==> config.mk <==
export PLATFORM = sky130hd
export DESIGN_NAME = and_packet_packer
export DESIGN_NICKNAME = d
export VERILOG_FILES = /design/src/rtl/and_packet_packer.sv
export SDC_FILE = /design/constraint.sdc
export NUM_CORES = 1
export LEC_CHECK = 0
export BUFFER_PORTS_ARGS = -buffer_cell sky130_fd_sc_hd__buf_2
export CORE_ASPECT_RATIO = 1.1
export CORE_MARGIN = 1
export CORE_UTILIZATION = 45
export DETAILED_ROUTE_END_ITERATION = 16
export HOLD_SLACK_MARGIN = 0.05
export PLACE_DENSITY = 0.77
export SLEW_MARGIN = 20
export SYNTH_ARGS = -nofsm -noshare
export SYNTH_HDL_FRONTEND = slang
export SYNTH_SLANG_ARGS = --single-unit
==> constraint.sdc <==
create_clock -name clk -period 2.45 [get_ports clk]
set_input_delay 0.3675 -clock clk [delete_from_list [all_inputs] [get_ports clk]]
set_output_delay 0.3675 -clock clk [all_outputs]
set_load 0.01 [all_outputs]
==> src/rtl/and_packet_packer.sv <==
// Packs a valid-only word stream into AMOUNT_OF_PACKET-word packets and buffers them in a
// small circular queue with a valid/ready output; packets arriving to a full queue are dropped.
module and_packet_packer #(
  parameter int unsigned WIDTH            = 8,
  parameter int unsigned AMOUNT_OF_PACKET = 4,
  parameter int unsigned DEPTH            = 2
) (
  input  logic                              clk,
  input  logic                              rst,
  input  logic [WIDTH-1:0]                  data_in,
  input  logic                              valid_in,
  input  logic                              flush,
  output logic [WIDTH*AMOUNT_OF_PACKET-1:0] packet_o,
  output logic                              valid_o,
  input  logic                              ready_i,
  output logic                              overflow_o,
  output logic [7:0]                        drop_cnt_o,
  output logic [3:0]                        level_o
);

  localparam int unsigned PktW = WIDTH * AMOUNT_OF_PACKET;
  localparam int unsigned CntW = 5;
  localparam int unsigned PtrW = (DEPTH > 1) ? $clog2(DEPTH) : 1;

  localparam logic [0:0] StIdle = 1'b0;
  localparam logic [0:0] StFill = 1'b1;

  logic [0:0]      state_q, state_d;
  logic [CntW-1:0] word_cnt_q, word_cnt_d;
  logic [PktW-1:0] asm_q, asm_d;
  logic            push;

  logic [PktW-1:0] mem_q [DEPTH];
  logic [PtrW-1:0] wr_ptr_q, wr_ptr_d;
  logic [PtrW-1:0] rd_ptr_q, rd_ptr_d;
  logic [3:0]      count_q, count_d;
  logic            valid_q, valid_d;
  logic            overflow_q, overflow_d;
  logic [7:0]      drop_cnt_q, drop_cnt_d;
  logic            pop, full, accept, drop;

  // Assembly: asm_d already carries the arriving word, so a push stores the complete packet.
  always_comb begin
    state_d    = state_q;
    word_cnt_d = word_cnt_q;
    asm_d      = asm_q;
    push       = 1'b0;
    if (flush) begin
      state_d    = StIdle;
      word_cnt_d = '0;
    end else if (valid_in) begin
      for (int i = 0; i < AMOUNT_OF_PACKET; i++) begin
        if (word_cnt_q == CntW'(i)) asm_d[i*WIDTH +: WIDTH] = data_in;
      end
      if (word_cnt_q == CntW'(AMOUNT_OF_PACKET - 1)) begin
        push       = 1'b1;
        word_cnt_d = '0;
        state_d    = StIdle;
      end else begin
        word_cnt_d = word_cnt_q + CntW'(1);
        state_d    = StFill;
      end
    end
  end

  // A pop in the same cycle frees the head slot, so a push to a full queue still fits.
  always_comb begin
    pop    = valid_q && ready_i;
    full   = (count_q == 4'(DEPTH));
    accept = push && (!full || pop);
    drop   = push && full && !pop;

    wr_ptr_d = wr_ptr_q;
    if (accept) wr_ptr_d = (wr_ptr_q == PtrW'(DEPTH - 1)) ? '0 : wr_ptr_q + PtrW'(1);
    rd_ptr_d = rd_ptr_q;
    if (pop) rd_ptr_d = (rd_ptr_q == PtrW'(DEPTH - 1)) ? '0 : rd_ptr_q + PtrW'(1);

    count_d    = count_q + {3'b000, accept} - {3'b000, pop};
    valid_d    = (count_d != 4'd0);
    overflow_d = overflow_q | drop;
    drop_cnt_d = drop_cnt_q;
    if (drop && (drop_cnt_q != 8'hFF)) drop_cnt_d = drop_cnt_q + 8'd1;
  end

  always_ff @(posedge clk) begin
    if (!rst) begin
      state_q    <= StIdle;
      word_cnt_q <= '0;
      asm_q      <= '0;
      wr_ptr_q   <= '0;
      rd_ptr_q   <= '0;
      count_q    <= '0;
      valid_q    <= 1'b0;
      overflow_q <= 1'b0;
      drop_cnt_q <= '0;
      for (int i = 0; i < DEPTH; i++) mem_q[i] <= '0;
    end else begin
      state_q    <= state_d;
      word_cnt_q <= word_cnt_d;
      asm_q      <= asm_d;
      wr_ptr_q   <= wr_ptr_d;
      rd_ptr_q   <= rd_ptr_d;
      count_q    <= count_d;
      valid_q    <= valid_d;
      overflow_q <= overflow_d;
      drop_cnt_q <= drop_cnt_d;
      if (accept) mem_q[wr_ptr_q] <= asm_d;
    end
  end

  assign packet_o   = mem_q[rd_ptr_q];
  assign valid_o    = valid_q;
  assign overflow_o = overflow_q;
  assign drop_cnt_o = drop_cnt_q;
  assign level_o    = count_q;

endmodule

Yosys cells after proc, flatten, opt, wreduce, memory -nomap -nowiden
Memory sizes are Yosys's and may differ from the RTL's. A register that Yosys moved wholly into a read port is not among the register bits.
Cells that the tools add are included.
W data, S select, Z words.
Storage, ports and cells
  bits in registers: 53
  RAM bits: 64
  bits of input ports: 13
  output and inout port bits: 46
  logic and storage cells: 55
  memories kept: 1
Memory list
  mem_q: depth 2, width 32, read ports 1, clocked after memory_dff 1, wr ports 2, line 33  | logic [PktW-1:0] mem_q [DEPTH];
Cells by class
  $add $sub $neg: 6
  equal/unequal tests: 5
  muxes and demuxes: 21
  bitwise gates (word level): 2
  reduce and logical (&&, ||, !) cells: 12
Operator list (count)
  $mux W32: 3
  $mux W8: 4
  $reduce_or A32 Y1: 1
  $mux W1: 13
  $eq A5 B2 Y1 const B: 2
  $add A8 B1 Y8 const B: 1
  $ne A8 B8 Y1 const B: 1
  $add A5 B1 Y5 const B: 1
  $eq A5 B1 Y1 const B: 1
  $logic_and A1 B1 Y1: 5
  $logic_not A5 Y1: 1
  $mux W5: 1
  $add A4 B1 Y4: 1
  $eq A4 B2 Y1 const B: 1
  $reduce_bool A4 Y1: 1
  $sub A4 B1 Y4: 1
  $add A1 B1 Y1 const B: 2
  $logic_not A1 Y1: 2
  $reduce_or A2 Y1: 1
  $logic_or A1 B1 Y1: 1
  $not A1 Y1: 1
  $or A1 B1 Y1: 1

Longest topological paths before layout
Gate-level depths: netlist (run 1).
  word-level depth: 10
  depth in mapped cells: 12
  mapped depth without buffers: 11

Least setup slack after synthesis (run 1)
Ideal clock, no wire load.
  path kind: reg2reg
  from: register word_cnt_q[0]
  to: memory mem_q[0][0] in the netlist's numbering (enable)
  arrival: 2.232 ns
  required time: 2.061 ns
  slack: -0.172 ns
  cell stages (with the launch flop): 7
  path buffers: 1
  path through: dfxtp_1 -> ha_1 -> nor2b_1 -> nand2_1 -> or3_1 -> buf_2 -> nand2_1
RTL lines
  start, declared: line 29  | logic [CntW-1:0] word_cnt_q, word_cnt_d;
  start signal, assigned: line 99  | word_cnt_q <= word_cnt_d;
  end, declared: line 33

Final worst setup path (run 1)
  from: register word_cnt_q[1]
  to: register valid_q, in the netlist valid_o
Between the ends
  cells in the longest elaborated chain, start to end: 8
Ends and longest elaborated chain
  $eq A5 B2 Y1: line 55  | if (word_cnt_q == CntW'(AMOUNT_OF_PACKET - 1)) begin
  $mux W1: line 55
  $mux W1: line 51  | end else if (valid_in) begin
  $mux W1: line 48  | if (flush) begin
  $logic_and A1 B1 Y1: line 70  | accept = push && (!full || pop);
  $add A4 B1 Y4: line 78  | count_d = count_q + {3'b000, accept} - {3'b000, pop};
  $sub A4 B1 Y4: line 78
  $reduce_bool A4 Y1: line 79  | valid_d = (count_d != 4'd0);
  end signal, assigned: line 104  | valid_q <= valid_d;
  end, declared: line 37  | logic valid_q, valid_d;
Every way passes these cells.
A chain may end at the register's enable or synchronous reset.

==> reports/results.txt, run 1 <==
Commonest cells after routing, fill and taps aside -> 68 x nor2_1, 64 x edfxtp_1, 58 x buf_2
Worst Hold Class -> in -> reg
Cts repair resizes -> 0
Most common cell after layout, fill and taps aside -> nor2_1
FF-to-FF Start -> word_cnt_q[1]
Largest net degree at the start of global routing -> 33
Post-route insts no fill -> 655
Crit start category -> flop
Clock group share of total power -> 48.5%
Top Usage Layer GRT -> met2
Slew of the pin with the lowest slew margin -> 697 ps
Total CTS buffers -> 17
Max-slew headroom -> 53.4%
Grt total ovfl -> 0
Worst vdd ir -> 483 µV
Maximum achievable frequency -> 442 MHz
Tot GR Track Use -> 18.4%
CP Capture Type -> flop
# diodes -> 0
Longest Clk Path Bufs -> 2
Mux cell area share after synthesis -> 13.5%
Drt total wl -> 9990 µm
CTS root buf -> clkbuf_16
Simple-gate area share of the yosys netlist -> 16.6%
Post-cts hold buffer count -> 0
Post-route DRC -> 0
Switching power share of the total -> 22.2%
Die Wd -> 103 µm
Mapped Area -> 0.00505 mm²
Setup TNS -> 0 ps
Seq cells post-synth -> 118
Static leakage -> 2.62 nW
End-of-flow core utilization -> 57.5%
Mean area per synthesized cell -> 11.9 µm²
Power Density -> 935 mW/mm²
Post-synthesis cell count -> 424
Fin nets -> 518
Clk slew on worst S/H paths -> 50 ps
CP Launch Point -> word_cnt_q[1]
GPL Wtd Cong -> 0.783
Post-CTS Setup Bufs -> 0
Initial DRC count -> 184
Die Y -> 113 µm
Share of cells above drive strength 1 -> 28.5%
HPWL after DPL -> 6450 µm
Worst Setup Slack, final -> 190 ps
Filler cells -> 919
R2R setup slack -> 190 ps
Ys Warns -> 0
Vias in the first global route -> 3341
Adder-cell share of the synthesized area -> 2.62%
Post-Synth XOR/XNOR Area -> 1.21%
Clock network latency to the later pin of the worst-skew pair -> 400 ps
Sequential share of the synthesized area -> 59.4%
Seq pwr share -> 37.9%
Worst-path fanout max -> 4
P_int -> 0.00456 W
Critical Path RT -> 2740 ps
Worst R2R Path Depth -> 11
Final setup viols -> 0
Compound-Gate Fraction of Synth Area -> 3.17%
Area delta synth->final -> 24.1%
Clk sinks -> 118
Via density -> 5.08
Final Max Slew Viols -> 0
Vias -> 3329
Port Buf Inserts -> 58
Mean routed wirelength per cell -> 15.3 µm
Minimum clock period -> 2260 ps
Largest family of logic cells by synthesized area -> simple AND/OR/NAND/NOR gates
DRT Pass-1 Iters -> 5
M3 GR Usage -> 5.87%
ANT nets after route -> 0
Core ar. -> 0.0109 mm²
Place WS -> 131 ps
GRT met1 Usage -> 20.7%
Final hold violations -> 0
Post-Syn Nets -> 447
Top-area cell type share of the netlist area -> 38.0%
Largest area contributor in the netlist -> edfxtp_1
Number of max-cap violations -> 0
Starting Density -> 46.3%
Htree depth -> 4
WHS -> 226 ps
Psw -> 0.00130 W
Critical path class -> reg -> reg
Die area -> 0.0117 mm²
Skew final -> 5.49 ps
Area contributors post-synth -> edfxtp_1 38%, dfxtp_1 21%, mux2_2 7.1%, mux2i_1 6.3%, nor2_1 5.1%
RSZ-0062 raised after global routing -> no
Outcome -> finished, final reports clean
Period utilization -> 92.3%
CP endpoint -> valid_o
Initial antenna violation count -> 0
IO Pins -> 59
Cell variety after synth -> 45
M2 GR Usage -> 31.6%
Core Rows -> 40
Combinational Power Share -> 13.5%
Placed insts -> 623
First-pass GRT wire length -> 15900 µm
CTS tree -> built
CP arrival -> 2550 ps
Worst R2R End -> valid_o
through the flow:
stage / cell area (µm²) / power, W
after floorplan: 5070 / 0.00279
after global routing: 6270 / 0.00608
after detailed placement: 5580 / 0.00307
final: 6270 / 0.00586
after global placement: 5580 / 0.00303
after CTS: 6270 / 0.00592
power groups by stage:
stage	registers [W]	logic [W]	clock network, W
floorplan	0.00227	0.000524	0
finish	0.00223	0.000794	0.00284
detailed placement	0.00227	0.000799	0
global route	0.00224	0.000881	0.00296
CTS	0.00223	0.000805	0.00288
global placement	0.00226	0.000774	0
Yosys cell counts (all sizes together):
cell	count
mux2	32
nand3b	4
inv	16
mux2i	32
or4	1
nand2b	6
and3	9
nand4	3
edfxtp	64
a21o	1
xnor2	3
fa	1
a2111o	1
nand4b	2
ha	9
buf	13
and2	6
nor2	68
nor3	2
o21ai	9
nand3	6
clkbuf	11
o41ai	1
xor2	4
or3	1
dfxtp	54
or3b	1
o311a	1
a21boi	9
a21oi	2
nor4b	3
nor4	3
nand2	17
and4b	1
nor2b	27
nor3b	1
worst max-delay path, cell delays in order (launching register included):
cell,delay [ps]
dfxtp_1,340
ha_2,220
nor2b_4,160
and2_1,160
nand3_1,70
nand2_1,70
ha_1,150
inv_1,50
fa_1,370
xnor2_1,130
and2_1,160
a2111o_1,270
registers in the layout, summed over array words and instances (netlist names), named ones only:
signal      flops
mem_q          64
asm_q          32
drop_cnt_o      8
word_cnt_q      5
level_o         4
overflow_o      1
rd_ptr_q        1
valid_o         1
wr_ptr_q        1
metal layers:
metal  vias up  part of all wire, %
met1      1603                   42
li1       1614                    -
met3         9                  6.3
met4         0                  1.3
met2       103                   51
met5         -                    0
how the worst min path moves through the flow:
stage                     startpoint            end  slack (ps)  cells after the start
after global placement    overflow_o     overflow_o         470                      2
after detailed placement  overflow_o     overflow_o         490                      2
after CTS                      flush  word_cnt_q[4]         210                      2
after floorplan                flush  word_cnt_q[4]         440                      1
final                          flush  word_cnt_q[4]         230                      2
after global routing           flush  word_cnt_q[4]         230                      2
layout make-up:
class	count	area [µm²]	area share, %
flip-flops and latches	118	3000	47.9
multi-input cells	266	1890	30.1
repair buffers	76	450	7.18
clock buffers	19	433	6.90
clock inverters	13	251	4.01
well taps	147	184	2.93
inverters	16	60.1	0.958
cell families after synthesis:
| family | count (synthesis) |
|---|---|
| mux | 64 |
| xor+xnor | 7 |
| buf+inv | 40 |
| compound gates | 24 |
| fa+ha+maj | 10 |
| simple gates | 161 |
| flops | 118 |
(Power assumes the default switching activity.)
==> run 2: changes to the inputs <==
- PLACE_DENSITY: 0.77 -> 0.74
- clock period: 2.45 -> 2.6 ns (I/O delays scaled with it)
==> run 2 against run 1 <==
  * Die area is the same
  * First-iteration DRC count up 5.4%
  * Clock power fell by 21%
  * Hold slack improved by 4.0 ps
  * Total power shrank 13%
  * Routed wire length is 1.1% higher
  * Critical path depth stayed put
  * Via count is 0.36% higher
==> reports/results.txt, run 2 (synthesis results as in run 1) <==
Critical path class -> reg -> reg
# diodes -> 0 (unchanged)
ANT nets after route -> 0 (unchanged)
Worst R2R Path Depth -> 11 (unchanged)
Hold_sp -> flush
Worst R2R End -> valid_o
Worst Hold Class -> in -> reg
Hold Path Cell Cnt -> 2 (unchanged)
Maximum achievable frequency -> 422 MHz (-4.7%)
Longest Clk Path Bufs -> 2 (unchanged)
Clk slew on worst S/H paths -> 50 ps (about the same)
Power Density -> 828 mW/mm² (-11%)
Worst Setup Slack, final -> 229 ps (+39.5 ps)
CP arrival -> 2660 ps (+110 ps)
R2R setup slack -> 230 ps (+40 ps)
Static leakage -> 2.56 nW (-2.4%)
Area of the multi-input gates -> 0.00188 mm² (-0.40%)
FF-to-FF Start -> word_cnt_q[1]
Total CTS buffers -> 17 (unchanged)
Share of cells above drive strength 1 -> 28.5% (-0.085 points)
CP Capture Type -> flop
Worst vdd ir -> 461 µV (-4.6%)
CTS root buf -> clkbuf_16
Number of max-cap violations -> 0 (unchanged)
RSZ-0062 raised after global routing -> no
Port Buf Inserts -> 58 (unchanged)
Crit start category -> flop
Place WS -> 110 ps (-21.2 ps)
DRT Pass-1 Iters -> 4 (-1)
Skew final -> 8.30 ps (+2.81 ps)
Slew of the pin with the lowest slew margin -> 668 ps (-29.1 ps)
Initial DRC count -> 194 (+5.4%)
Starting Density -> 46.3% (unchanged)
Largest net degree at the start of global routing -> 43 (+30%)
Tot GR Track Use -> 18.9% (+0.50 points)
Post-CTS Setup Bufs -> 0 (unchanged)
Fin nets -> 516 (-0.39%)
Die area -> 0.0117 mm² (unchanged)
Most common cell after layout, fill and taps aside -> nor2_1
WHS Endpoint -> word_cnt_q[4]
Outcome -> finished, final reports clean
Via density -> 5.12 (+0.67%)
Filler cells -> 916 (-0.33%)
Grt total ovfl -> 0 (unchanged)
WHS -> 230 ps (+4.01 ps)
Die Wd -> 103 µm (unchanged)
Period utilization -> 91.2% (-1.1 points)
Minimum clock period -> 2370 ps (+110 ps)
Final setup viols -> 0 (unchanged)
Die Y -> 113 µm (unchanged)
Core Rows -> 40 (unchanged)
Final Max Slew Viols -> 0 (unchanged)
Clk sinks -> 118 (unchanged)
HPWL after DPL -> 6490 µm (+0.76%)
Post-route DRC -> 0 (unchanged)
Htree depth -> 4 (unchanged)
Placement-stage cell area -> 0.00556 mm² (-0.45%)
IO Pins -> 59 (unchanged)
Commonest cells after routing, fill and taps aside -> 68 x nor2_1, 64 x edfxtp_1, 58 x buf_2
Critical Path RT -> 2890 ps (+150 ps)
Vias in the first global route -> 3370 (+0.87%)
Clock network latency to the later pin of the worst-skew pair -> 410 ps (about the same)
Area delta synth->final -> 21.5%
Max FFs per register -> 64 (unchanged)
Register area -> 0.00300 mm² (about the same)
First-pass GRT wire length -> 16200 µm (+1.9%)
Final Cell Area -> 0.00614 mm² (-2.1%)
Setup TNS -> 0 ps (unchanged)
Max-slew headroom -> 55.5% (+2.1 points)
Drt total wl -> 10100 µm (+1.1%)
Total Power -> 0.00508 W (-13%)
Mean routed wirelength per cell -> 15.5 µm (+1.5%)
GPL Wtd Cong -> 0.768 (-2.0%)
Vias -> 3341 (+0.36%)
Core ar. -> 0.0109 mm² (unchanged)
CTS tree -> built
Initial antenna violation count -> 0 (unchanged)
Final hold violations -> 0 (unchanged)
Largest reg by FF count -> mem_q
Worst-path fanout max -> 5 (+1)
-- run 2: metal layers --
| layer | global-route usage (%) | wire length [µm] | vias to the layer above |
|---|---|---|---|
| li1 | - | - | 1618 |
| met1 | 20.9 | 4060 | 1581 |
| met2 | 32.0 | 5080 | 120 |
| met3 | 6.24 | 698 | 22 |
| met4 | 9.77 | 269 | 0 |
| met5 | 0 | 0 | - |
-- run 2: report_power, final --
part / internal [W] / leakage [nW] / switching, W
clock network: 0.00143 / 0.273 / 0.000805
logic: 0.000353 / 1.19 / 0.000395
registers: 0.00205 / 1.10 / 0.0000486
total: 0.00383 / 2.56 / 0.00125
-- run 2: worst max path at each step --
| stage | start | endpoint | slack, ps | cells after the start |
|---|---|---|---|---|
| after detailed placement | word_cnt_q[1] | valid_o | 110 | 11 |
| final | word_cnt_q[1] | valid_o | 230 | 11 |
| after global placement | word_cnt_q[1] | valid_o | 210 | 11 |
| after global routing | word_cnt_q[1] | valid_o | 70 | 11 |
| after CTS | word_cnt_q[1] | valid_o | 80 | 11 |
| after floorplan | word_cnt_q[0] | mem_q[1][0] | 30 | 6 |
-- run 2: cell type report --
cell class,count,share of cell area [%]
flip-flops and latches,118,48.9
multi-input cells,266,30.6
clock buffers,20,7.28
repair buffers,74,7.09
well taps,147,3.00
clock inverters,12,2.08
inverters,16,0.978
-- run 2: through the flow --
step | utilization (%) | cells
after floorplan | - | 424
after global placement | 50.9 | 621
after detailed placement | 50.9 | 621
after CTS | 56.2 | 653
after global routing | 56.3 | 653
final | 56.3 | 653
-- run 2: worst max-delay path: stages, from the launching register on --
cell	delay, ps
dfxtp_2	360
ha_2	210
nor2b_2	180
and2_0	170
nand3_1	80
nand2_1	80
ha_1	170
inv_1	60
fa_1	380
xnor2_1	130
and2_1	160
a2111o_1	280
-- run 2: timing repair --
action	4_1_cts	5_1_grt
hold endpoints to repair	0	0
endpoints found under the setup margin	0	1
hold buffers	0	0
resized for setup	0	3
==> run 3: changes to the inputs <==
- PLACE_DENSITY: 0.74 -> 0.72
==> run 3 against run 2 <==
  * Total power rose by 3.3%
  * Worst setup slack got worse by 56 ps
  * Clock skew fell by 2.8 ps
  * Via count fell by 2.1%
  * Sequential cell count did not move
  * Largest cell class unchanged
  * Core utilization rose by 0.19 points
  * Global-route usage fell by 0.82 points
  * Critical path type unchanged
  * Cell area rose by 0.35%
  * Non-clock buffer count fell by 2
  * Sequential share of layout area fell by 0.19 points
  * Die area did not move
==> reports/results.txt, run 3 (synthesis results as in run 1) <==
Outcome -> finished, final reports clean
CTS tree -> built
First-pass GRT wire length -> 15500 µm (-4.2%)
Static leakage -> 2.57 nW (+0.27%)
ANT nets after route -> 0 (unchanged)
Most common cell after layout, fill and taps aside -> nor2_1
Critical path class -> reg -> reg
Commonest cells after routing, fill and taps aside -> 68 x nor2_1, 64 x edfxtp_1, 58 x buf_2
Worst Setup Slack, final -> 174 ps (-55.6 ps)
Power Density -> 852 mW/mm² (+2.9%)
Worst-path fanout max -> 5 (unchanged)
DRT Pass-1 Iters -> 4 (unchanged)
HPWL after DPL -> 6170 µm (-5.0%)
Critical Path RT -> 2880 ps (about the same)
Total Power -> 0.00525 W (+3.3%)
Grt total ovfl -> 0 (unchanged)
Largest net degree at the start of global routing -> 63 (+47%)
Slew of the pin with the lowest slew margin -> 942 ps (+275 ps)
Post-route DRC -> 0 (unchanged)
Place WS -> 124 ps (+13.7 ps)
Skew final -> 5.48 ps (-2.81 ps)
Crit start category -> flop
Clock network latency to the later pin of the worst-skew pair -> 400 ps (about the same)
Htree depth -> 4 (unchanged)
Vias -> 3271 (-2.1%)
CTS root buf -> clkbuf_16
Max-slew headroom -> 37.2% (-18 points)
RSZ-0062 raised after global routing -> no
Via density -> 5.02 (-1.8%)
# diodes -> 0 (unchanged)
Clk sinks -> 118 (unchanged)
Longest Clk Path Bufs -> 2 (unchanged)
Final Max Slew Viols -> 0 (unchanged)
Minimum clock period -> 2430 ps (+55.6 ps)
Number of max-cap violations -> 0 (unchanged)
CP Capture Type -> flop
Drt total wl -> 9640 µm (-4.6%)
Vias in the first global route -> 3305 (-1.9%)
Setup TNS -> 0 ps (unchanged)
Worst vdd ir -> 450 µV (-2.5%)
Post-cts hold buffer count -> 0 (unchanged)
Port Buf Inserts -> 58 (unchanged)
Final setup viols -> 0 (unchanged)
Initial antenna violation count -> 0 (unchanged)
Maximum achievable frequency -> 412 MHz (-2.3%)
Mean routed wirelength per cell -> 14.8 µm (-4.3%)
Die area -> 0.0117 mm² (unchanged)
Final hold violations -> 0 (unchanged)
CP arrival -> 2710 ps (+50 ps)
GPL Wtd Cong -> 0.751 (-2.1%)
Tot GR Track Use -> 18.1% (-0.82 points)
Core Rows -> 40 (unchanged)
Starting Density -> 46.3% (unchanged)
Placed insts -> 619 (-0.32%)
WHS -> 232 ps (+2.11 ps)
IO Pins -> 59 (unchanged)
Fin nets -> 514 (-0.39%)
Total CTS buffers -> 17 (unchanged)
Max FFs per register -> 64 (unchanged)
Period utilization -> 93.3% (+2.1 points)
Area delta synth->final -> 21.9%
Core ar. -> 0.0109 mm² (unchanged)
Share of cells above drive strength 1 -> 27.8% (-0.68 points)
Die Y -> 113 µm (unchanged)
Post-route insts no fill -> 651 (-0.31%)
Die Wd -> 103 µm (unchanged)
Largest reg by FF count -> mem_q
Worst Hold Class -> in -> reg
Initial DRC count -> 139 (-28%)
Clk slew on worst S/H paths -> 50 ps (about the same)
run 3: cell types whose count changed in the layout (fill, tap and decap cells not counted), sizes merged:
cell / change
buf: -2
bufinv: +2
clkinv: +1
clkinvlp: -1
inv: -2
run 3: final timing paths:
kind,from,to,slack (ps),depth (start not counted)
hold / removal,flush,word_cnt_q[4],230,2
hold reg to reg,drop_cnt_o[5],drop_cnt_o[5],490,2
setup reg to reg,word_cnt_q[1],valid_o,170,11
setup / recovery,word_cnt_q[1],valid_o,170,11
run 3: critical path, cell delays in order, from the launching register on:
cell and delay [ps]:
dfxtp_1 400, ha_2 230, nor2b_2 170, and2_0 170
nand3_1 80, nand2_1 70, ha_1 170, inv_1 60
fa_1 380, xnor2_1 130, and2_1 160, a2111o_1 280
run 3: area by class of cell:
| type | count | area (µm²) |
|---|---|---|
| sequential | 118 | 3000 |
| clock inverter | 12 | 178 |
| timing repair buffer | 72 | 408 |
| multi-input combinational | 266 | 1880 |
| clock buffer | 20 | 447 |
| fill | 927 | 4750 |
| tap | 147 | 184 |
| inverter | 16 | 60.1 |
run 3: power breakdown:
| part | switching, W | leakage [nW] | internal [W] |
|---|---|---|---|
| clock network | 0.000790 | 0.294 | 0.00163 |
| registers | 0.0000469 | 1.10 | 0.00205 |
| logic | 0.000388 | 1.17 | 0.000349 |
run 3: metrics by stage:
stage | instance area, µm² | utilization, %
2_1_floorplan | 5060 | -
3_3_place_gp | 5530 | 50.7
3_5_place_dp | 5530 | 50.7
4_1_cts | 6150 | 56.4
5_1_grt | 6160 | 56.5
6_report | 6160 | 56.5
run 3: metal layers:
metal / wire [µm] / vias up / track usage (%) / share of wire, %
met5: 0 / - / 0 / 0
met4: 108 / 0 / 5.63 / 1.1
met3: 508 / 11 / 6.30 / 5.3
met2: 4840 / 85 / 31.5 / 50
met1: 4180 / 1575 / 20.6 / 43
li1: - / 1600 / - / -
run 3: what timing repair did:
item                                    CTS  global route
buffers inserted                          0             0
endpoints found under the setup margin    0             1
resized for setup                         0             2
